[src/rtl/icache_nway_pkg.sv]
// Shared instruction-cache package.
//   ifill_state_t : ICHECK (lookup) / IFILL (block refill) for icache_nway.
//   woff_bits/idx_bits/tag_bits : address field widths from SETS/BLKWORDS.
//   field_w       : storage width for a field that may be zero bits wide.
//   icachef_t     : fixed-width frame of the legacy direct-mapped icache.
package icache_nway_pkg;

  typedef enum logic [0:0] {ICHECK, IFILL} ifill_state_t;

  function automatic int unsigned woff_bits(input int unsigned blkwords);
    return $clog2(blkwords);
  endfunction

  function automatic int unsigned idx_bits(input int unsigned sets);
    return $clog2(sets);
  endfunction

  function automatic int unsigned tag_bits(input int unsigned sets, input int unsigned blkwords);
    return 30 - woff_bits(blkwords) - idx_bits(sets);
  endfunction

  function automatic int unsigned field_w(input int unsigned bits);
    return (bits == 0) ? 1 : bits;
  endfunction

  // Legacy direct-mapped, one-word-per-block cache (16 sets).
  localparam int unsigned ITAG_W = 26;
  localparam int unsigned IIDX_W = 4;

  typedef struct packed {
    logic              valid;
    logic [ITAG_W-1:0] tag;
    logic [31:0]       data;
  } icachef_t;

endpackage

[src/rtl/icache_way.sv]
// One way of the set-associative icache: valid, tag and data arrays.
//   clk, rst_n          : clock, async active-low reset (clears valid bits)
//   rd_idx/rd_tag/rd_woff -> hit, valid_out, rd_word : combinational lookup
//   wr_en, wr_idx, wr_woff, wr_data : single data-word write
//   tag_wr, wr_tag      : write tag at wr_idx and set its valid bit
//   clear               : invalidate every set (wins over tag_wr)
module icache_way #(
  parameter int unsigned SETS     = 8,
  parameter int unsigned BLKWORDS = 2,
  parameter int unsigned TAG_W    = 26,
  parameter int unsigned IDX_W    = 3,
  parameter int unsigned WOFF_W   = 1
) (
  input  logic              clk,
  input  logic              rst_n,
  input  logic [IDX_W-1:0]  rd_idx,
  input  logic [TAG_W-1:0]  rd_tag,
  input  logic [WOFF_W-1:0] rd_woff,
  output logic              hit,
  output logic              valid_out,
  output logic [31:0]       rd_word,
  input  logic              wr_en,
  input  logic [IDX_W-1:0]  wr_idx,
  input  logic [WOFF_W-1:0] wr_woff,
  input  logic [31:0]       wr_data,
  input  logic              tag_wr,
  input  logic [TAG_W-1:0]  wr_tag,
  input  logic              clear
);

  localparam int unsigned PTR_W = $clog2(SETS * BLKWORDS);

  logic [SETS-1:0]  valid;
  logic [TAG_W-1:0] tags [SETS];
  logic [31:0]      data [SETS*BLKWORDS];
  logic [PTR_W-1:0] rd_ptr;
  logic [PTR_W-1:0] wr_ptr;

  assign rd_ptr = PTR_W'(rd_idx) * PTR_W'(BLKWORDS) + PTR_W'(rd_woff);
  assign wr_ptr = PTR_W'(wr_idx) * PTR_W'(BLKWORDS) + PTR_W'(wr_woff);

  assign valid_out = valid[rd_idx];
  assign hit       = valid[rd_idx] && (tags[rd_idx] == rd_tag);
  assign rd_word   = data[rd_ptr];

  always_ff @(posedge clk or negedge rst_n) begin
    if (!rst_n) begin
      valid <= '0;
    end else if (clear) begin
      valid <= '0;
    end else if (tag_wr) begin
      valid[wr_idx] <= 1'b1;
    end
  end

  // Tag and data are only meaningful behind a valid bit, so they carry no reset.
  always_ff @(posedge clk) begin
    if (tag_wr) tags[wr_idx] <= wr_tag;
    if (wr_en)  data[wr_ptr] <= wr_data;
  end

endmodule

[src/rtl/icache_nway.sv]
// Parametrised set-associative instruction cache (1 or 2 ways, LRU,
// in-order word-by-word block refill, synchronous full invalidate).
//   CLK, nRST          : clock, async active-low reset
//   imemREN, imemaddr  : fetch request / byte address from the datapath
//   ihit, imemload     : combinational hit and instruction word (0 on no hit)
//   iflush             : invalidate whole cache, aborts an active refill
//   iREN, iaddr        : refill word request / word address to memory
//   iwait, iload       : memory busy / refill data (accepted when !iwait)
module icache_nway
  import icache_nway_pkg::*;
#(
  parameter int unsigned SETS     = 8,
  parameter int unsigned WAYS     = 2,
  parameter int unsigned BLKWORDS = 2
) (
  input  logic        CLK,
  input  logic        nRST,
  input  logic        imemREN,
  input  logic [31:0] imemaddr,
  output logic        ihit,
  output logic [31:0] imemload,
  input  logic        iflush,
  output logic        iREN,
  output logic [31:0] iaddr,
  input  logic        iwait,
  input  logic [31:0] iload
);

  localparam int unsigned WOFF   = woff_bits(BLKWORDS);
  localparam int unsigned IDX    = idx_bits(SETS);
  localparam int unsigned TAG    = tag_bits(SETS, BLKWORDS);
  localparam int unsigned WOFF_W = field_w(WOFF);

  ifill_state_t      state, next_state;
  logic [TAG-1:0]    miss_tag;
  logic [IDX-1:0]    miss_idx;
  logic [WOFF_W-1:0] cnt;
  logic              miss_way;
  logic [SETS-1:0]   lru;

  logic [29:0]       word_addr;
  logic [TAG-1:0]    req_tag;
  logic [IDX-1:0]    req_idx;
  logic [WOFF_W-1:0] req_woff;
  logic              unused_byte_off;

  logic [WAYS-1:0]   way_hit, way_valid, way_wr, way_tag_wr;
  logic [31:0]       way_word [WAYS];

  logic              hit_any, hit_way, victim;
  logic              miss, accept, fill_wr, fill_done;
  logic [31:0]       hit_word;

  // Field extraction by shift/mask so BLKWORDS=1 (zero offset bits) needs no special case.
  assign word_addr       = imemaddr[31:2];
  assign unused_byte_off = ^imemaddr[1:0];
  assign req_woff        = WOFF_W'(word_addr & 30'(BLKWORDS - 1));
  assign req_idx         = IDX'(word_addr >> WOFF);
  assign req_tag         = TAG'(word_addr >> (WOFF + IDX));

  for (genvar w = 0; w < WAYS; w++) begin : g_way
    assign way_wr[w]     = fill_wr && (miss_way == 1'(w));
    assign way_tag_wr[w] = fill_done && (miss_way == 1'(w));

    icache_way #(
      .SETS     (SETS),
      .BLKWORDS (BLKWORDS),
      .TAG_W    (TAG),
      .IDX_W    (IDX),
      .WOFF_W   (WOFF_W)
    ) u_way (
      .clk       (CLK),
      .rst_n     (nRST),
      .rd_idx    (req_idx),
      .rd_tag    (req_tag),
      .rd_woff   (req_woff),
      .hit       (way_hit[w]),
      .valid_out (way_valid[w]),
      .rd_word   (way_word[w]),
      .wr_en     (way_wr[w]),
      .wr_idx    (miss_idx),
      .wr_woff   (cnt),
      .wr_data   (iload),
      .tag_wr    (way_tag_wr[w]),
      .wr_tag    (miss_tag),
      .clear     (iflush)
    );
  end

  always_comb begin
    hit_way  = 1'b0;
    hit_word = '0;
    for (int unsigned w = 0; w < WAYS; w++) begin
      if (way_hit[w]) begin
        hit_way  = 1'(w);
        hit_word = way_word[w];
      end
    end
  end

  // Lowest invalid way first, otherwise the way the set's LRU bit names.
  always_comb begin
    victim = lru[req_idx];
    if (WAYS == 1)                          victim = 1'b0;
    else if (!way_valid[0])                 victim = 1'b0;
    else if (!way_valid[WAYS-1])            victim = 1'b1;
  end

  always_comb begin
    next_state = state;
    hit_any    = |way_hit;
    ihit       = (state == ICHECK) && imemREN && !iflush && hit_any;
    miss       = (state == ICHECK) && imemREN && !iflush && !hit_any;
    accept     = (state == IFILL) && !iwait;
    fill_wr    = accept && !iflush;
    fill_done  = fill_wr && (cnt == WOFF_W'(BLKWORDS - 1));
    imemload   = ihit ? hit_word : '0;
    iREN       = (state == IFILL);
    iaddr      = '0;
    if (state == IFILL)
      iaddr = (32'(miss_tag) << (2 + WOFF + IDX)) | (32'(miss_idx) << (2 + WOFF)) | (32'(cnt) << 2);

    case (state)
      ICHECK: if (miss) next_state = IFILL;
      IFILL:  if (iflush || fill_done) next_state = ICHECK;
      default: next_state = ICHECK;
    endcase
  end

  always_ff @(posedge CLK or negedge nRST) begin
    if (!nRST) begin
      state    <= ICHECK;
      cnt      <= '0;
      miss_tag <= '0;
      miss_idx <= '0;
      miss_way <= 1'b0;
      lru      <= '0;
    end else begin
      state <= next_state;
      if (miss) begin
        miss_tag <= req_tag;
        miss_idx <= req_idx;
        miss_way <= victim;
        cnt      <= '0;
      end else if (accept) begin
        cnt <= cnt + 1'b1;
      end

      if (iflush)         lru           <= '0;
      else if (ihit)      lru[req_idx]  <= ~hit_way;
      else if (fill_done) lru[miss_idx] <= ~miss_way;
    end
  end

endmodule

[config.mk]
export PLATFORM = sky130hd
export DESIGN_NAME = icache_nway
export DESIGN_NICKNAME = d
export VERILOG_FILES = /design/src/rtl/icache_nway_pkg.sv /design/src/rtl/icache_way.sv /design/src/rtl/icache_nway.sv
export SDC_FILE = /design/constraint.sdc
export NUM_CORES = 2
export LEC_CHECK = 0
export ABC_AREA = 1
export BUFFER_PORTS_ARGS = -buffer_cell sky130_fd_sc_hd__buf_2
export CAP_MARGIN = 20
export CORE_MARGIN = 4
export CORE_UTILIZATION = 31
export CTS_CLUSTER_SIZE = 20
export DETAILED_ROUTE_END_ITERATION = 10
export GPL_ROUTABILITY_DRIVEN = 0
export HOLD_SLACK_MARGIN = 0.05
export PLACE_DENSITY = 0.54
export SKIP_CTS_REPAIR_TIMING = 1
export SYNTH_ARGS = -nofsm -noshare
export SYNTH_HDL_FRONTEND = slang
export SYNTH_SLANG_ARGS = --single-unit
[constraint.sdc]
create_clock -name CLK -period 4.4 [get_ports CLK]
set_input_delay 0.88 -clock CLK [delete_from_list [all_inputs] [get_ports CLK]]
set_output_delay 0.88 -clock CLK [all_outputs]
set_load 0.02 [all_outputs]
==> out/qor.csv <==
stage,metric,value,unit
critical_path,"CP delay by family, top",buffers and inverters,
logic_synthesis,Synth Flop Type,edfxtp_1,
route,Initial DRT Pass Iterations,6,
logic_synthesis,synth top area cells,"edfxtp_1, nand2_1, nand3_1, dfrtp_1, inv_1",
critical_path,crit path max fanout,16,
sta,final worst slack,-139.1,ps
logic_synthesis,synth warn,0,
global_route,total gr overflow,0,
critical_path,Crit path required time,3520,ps
final_layout,area occupied by multi-input gates,0.01491,mm²
global_route,initial antenna violation count,20,
logic_synthesis,cell taking the most area after synthesis,edfxtp_1,
sta,final slew viol count,0,
final_layout,Layout Cells excl Fill,8392,
logic_synthesis,post-synth top area share,0.7027,
logic_synthesis,Synth cell types,51,
pwr,Peak VDD IR,352.3,µV
sta,Tmin final,4539,ps
sta,clk_skew,52.46,ps
final_layout,most frequent cells in the layout,"nand2_1, edfxtp_1, nand3_1",
route,DRC,0,
sta,Worst slew margin,0.2351,
route,Vias,42410,
critical_path,worst path bufs/invs,8,
cts,clock slew at reported path FFs,60,ps
floorplanning,CORE AREA,0.1974,mm²
global_route,global-route wire length before repair,283.7,mm
hold_path,worst hold path type,in -> async,
sta,fmax,220.3,MHz
cts,CTS Buf Count,160,
sta,final hold violation count,0,
sta,WHS,125.1,ps
global_route,gr usage total,0.1899,
logic_synthesis,Seq cells post-synth,1496,
route,Iter 0 DRT Violations,4780,
sta,RSZ-0062 raised after global routing,true,
logic_synthesis,Post-Syn Area,0.06153,mm²
route,"antenna viol nets, final",0,
status,failing checks,negative setup slack,
logic_synthesis,asr flop ratio synth,0.03743,
place,Area after DPL,0.06840,mm²
sta,Tightest Pin Transition,1147,ps
cts,root buffer cell,clkbuf_16,
flow_run,Max Cap Viol,0,
global_route,largest net degree at the start of global routing,63,
critical_path,Critical Path Max Stage Delay,210,ps
cts,CTS Buffer Depth,3,
status,status,"finished, violations left",
final_layout,"commonest non-fill, non-tap cell in the layout",nand2_1,
place,DP Wirelength,116.1,mm
floorplanning,num ports,135,
final_layout,area added between synthesis and finish,21.91,%
floorplanning,die area,0.2057,mm²
cts,CTS tree,yes,
floorplanning,Die Wd,453.5,µm
logic_synthesis,Post-synth EDFFs,1440,
global_route,vias in the first global route,39430,
logic_synthesis,syn_area_per_cell,11.86,µm²
route,DR vias/cell,5.053,
critical_path,Crit. End Element,output port,
sta,Final setup viols,32,
critical_path,crit-path most repeated cell,nand2_1,
cts,CTS Sinks,1496,
route,Post-Route WL,203.9,mm
critical_path,"Slowest-stage cell, CP",nor2_4,
cts,Clock Latency Late Sink,800,ps
pwr,PD cells,421.3,mW/mm²
final_layout,layout net count,5695,
final_layout,proportion of layout cells with a drive suffix above 1,0.1698,
logic_synthesis,Synth Instances,5189,
sta,Final Cycle Share,1.032,
place,Port Buffer Count,130,
final_layout,Seq. cell area,0.04464,mm²
final_layout,Finished Cell Area,0.07502,mm²
logic_synthesis,register area share after synthesis,0.7255,
place,dpl cells,8055,
final_layout,Filler cells,18960,
critical_path,crit-path cells,"buf_16, buf_8, clkbuf_16, clkbuf_16, o21ai_1, nand2_1, nand2_1, nand2_1, nand2_2, nand2_1, nor2_1, nand4_1, nand3b_1, buf_6, nor2_4, buf_12, clkbuf_16, nand3_2, a21oi_2, buf_6",
floorplanning,Die Ht,453.5,µm
floorplanning,initial core utilization,0.3117,
pwr,Lkg Pwr,27.90,nW
route,wire per inst,24.30,µm
critical_path,CP Data Arrival Time,3660,ps
floorplanning,row count,163,
critical_path,CP startpoint kind,input pin,
critical_path,kind of critical path,in -> out,
cts,number of H-tree levels,4,
kinds of logic (layout without fill, tap and decap cells):
logic type,Yosys count,in the layout,synth area share
XOR/XNOR,1,1,0.0001424
other,1,7,0.00006094
flip-flops,1496,1496,0.7255
AND/OR/NAND/NOR,2500,2500,0.1676
AO/OA/AOI/OAI,514,514,0.05708
multiplexers,25,25,0.004067
buffers and inverters,652,1209,0.04555
area by class of cell:
cell class              instances  share of cell area
multi-input cells            3042              0.1988
repair inverters                1           0.0001501
well taps                    2640             0.04403
clock inverters                60            0.008623
flip-flops and latches       1496              0.5951
diodes                          5           0.0001668
inverters                     378             0.01950
repair buffers                547             0.07516
clock buffers                 223             0.05844
layer usage:
| layer | share of wire | track usage |
|---|---|---|
| met4 | 0.030 | 0.05893 |
| met1 | 0.43 | 0.2648 |
| met2 | 0.46 | 0.3035 |
| met5 | 0.00027 | 0 |
| met3 | 0.076 | 0.03192 |
synth_stat cells, types with 21 or more instances:
cell,number
nand2_1,1631
edfxtp_1,1440
nand3_1,400
inv_1,369
nor2_1,312
clkbuf_1,162
a21oi_1,137
a32o_1,77
o21ai_1,63
dfrtp_1,56
nand4_1,56
o21ai_0,53
o211ai_1,43
buf_2,41
nor3_1,33
buf_6,29
a21oi_2,26
mux2i_1,25
a221oi_1,23
or2_2,23
a22oi_1,21
state kept, by name, indices dropped and copies added (netlist names):
name	count
cnt	1
g_way.u_way.data	1024
miss_idx	3
miss_way	1
g_way.u_way.valid	16
g_way.u_way.tags	416
lru	8
iREN	1
miss_tag	26
power breakdown:
group	internal (mW)	switching, mW	total, mW
Sequential	15.9	0.257	16.2
Clock	7.54	5.60	13.1
Combinational	0.736	1.57	2.30
Total	24.2	7.42	31.6
worst reg2reg max path, delay by kind of cell (launching register included):
kind / cells / cell delay, ps
buffers and inverters: 5 / 1410
flip-flops: 1 / 320
AND/OR/NAND/NOR: 4 / 840
path summary, 6_finish.rpt:
path,endpoint,start,cells past startpoint,slack [ps]
max in group asynchronous,iREN,nRST,2,3420
worst max-delay path,imemload[13],imemaddr[3],20,-140
worst max register to register,g_way[0].u_way.tags[0][16],cnt,9,1490
worst min register to register,lru[4],lru[4],2,480
min in group CLK,miss_tag[15],imemaddr[21],3,380
worst min-delay path,miss_tag[12],nRST,1,130
stage by stage:
step                      utilization  setup slack, ps  total power, mW  TNS, ps
after floorplan                     -            276.0            17.40        0
after global placement         0.3464           -520.5            18.60   -13360
after detailed placement       0.3465           -542.6            18.63   -14360
after CTS                      0.3719           -558.8            31.69   -14770
after global routing           0.3800           -245.8            32.59    -6686
final                          0.3800           -139.1            31.61    -3227
(Power assumes the default switching activity.)
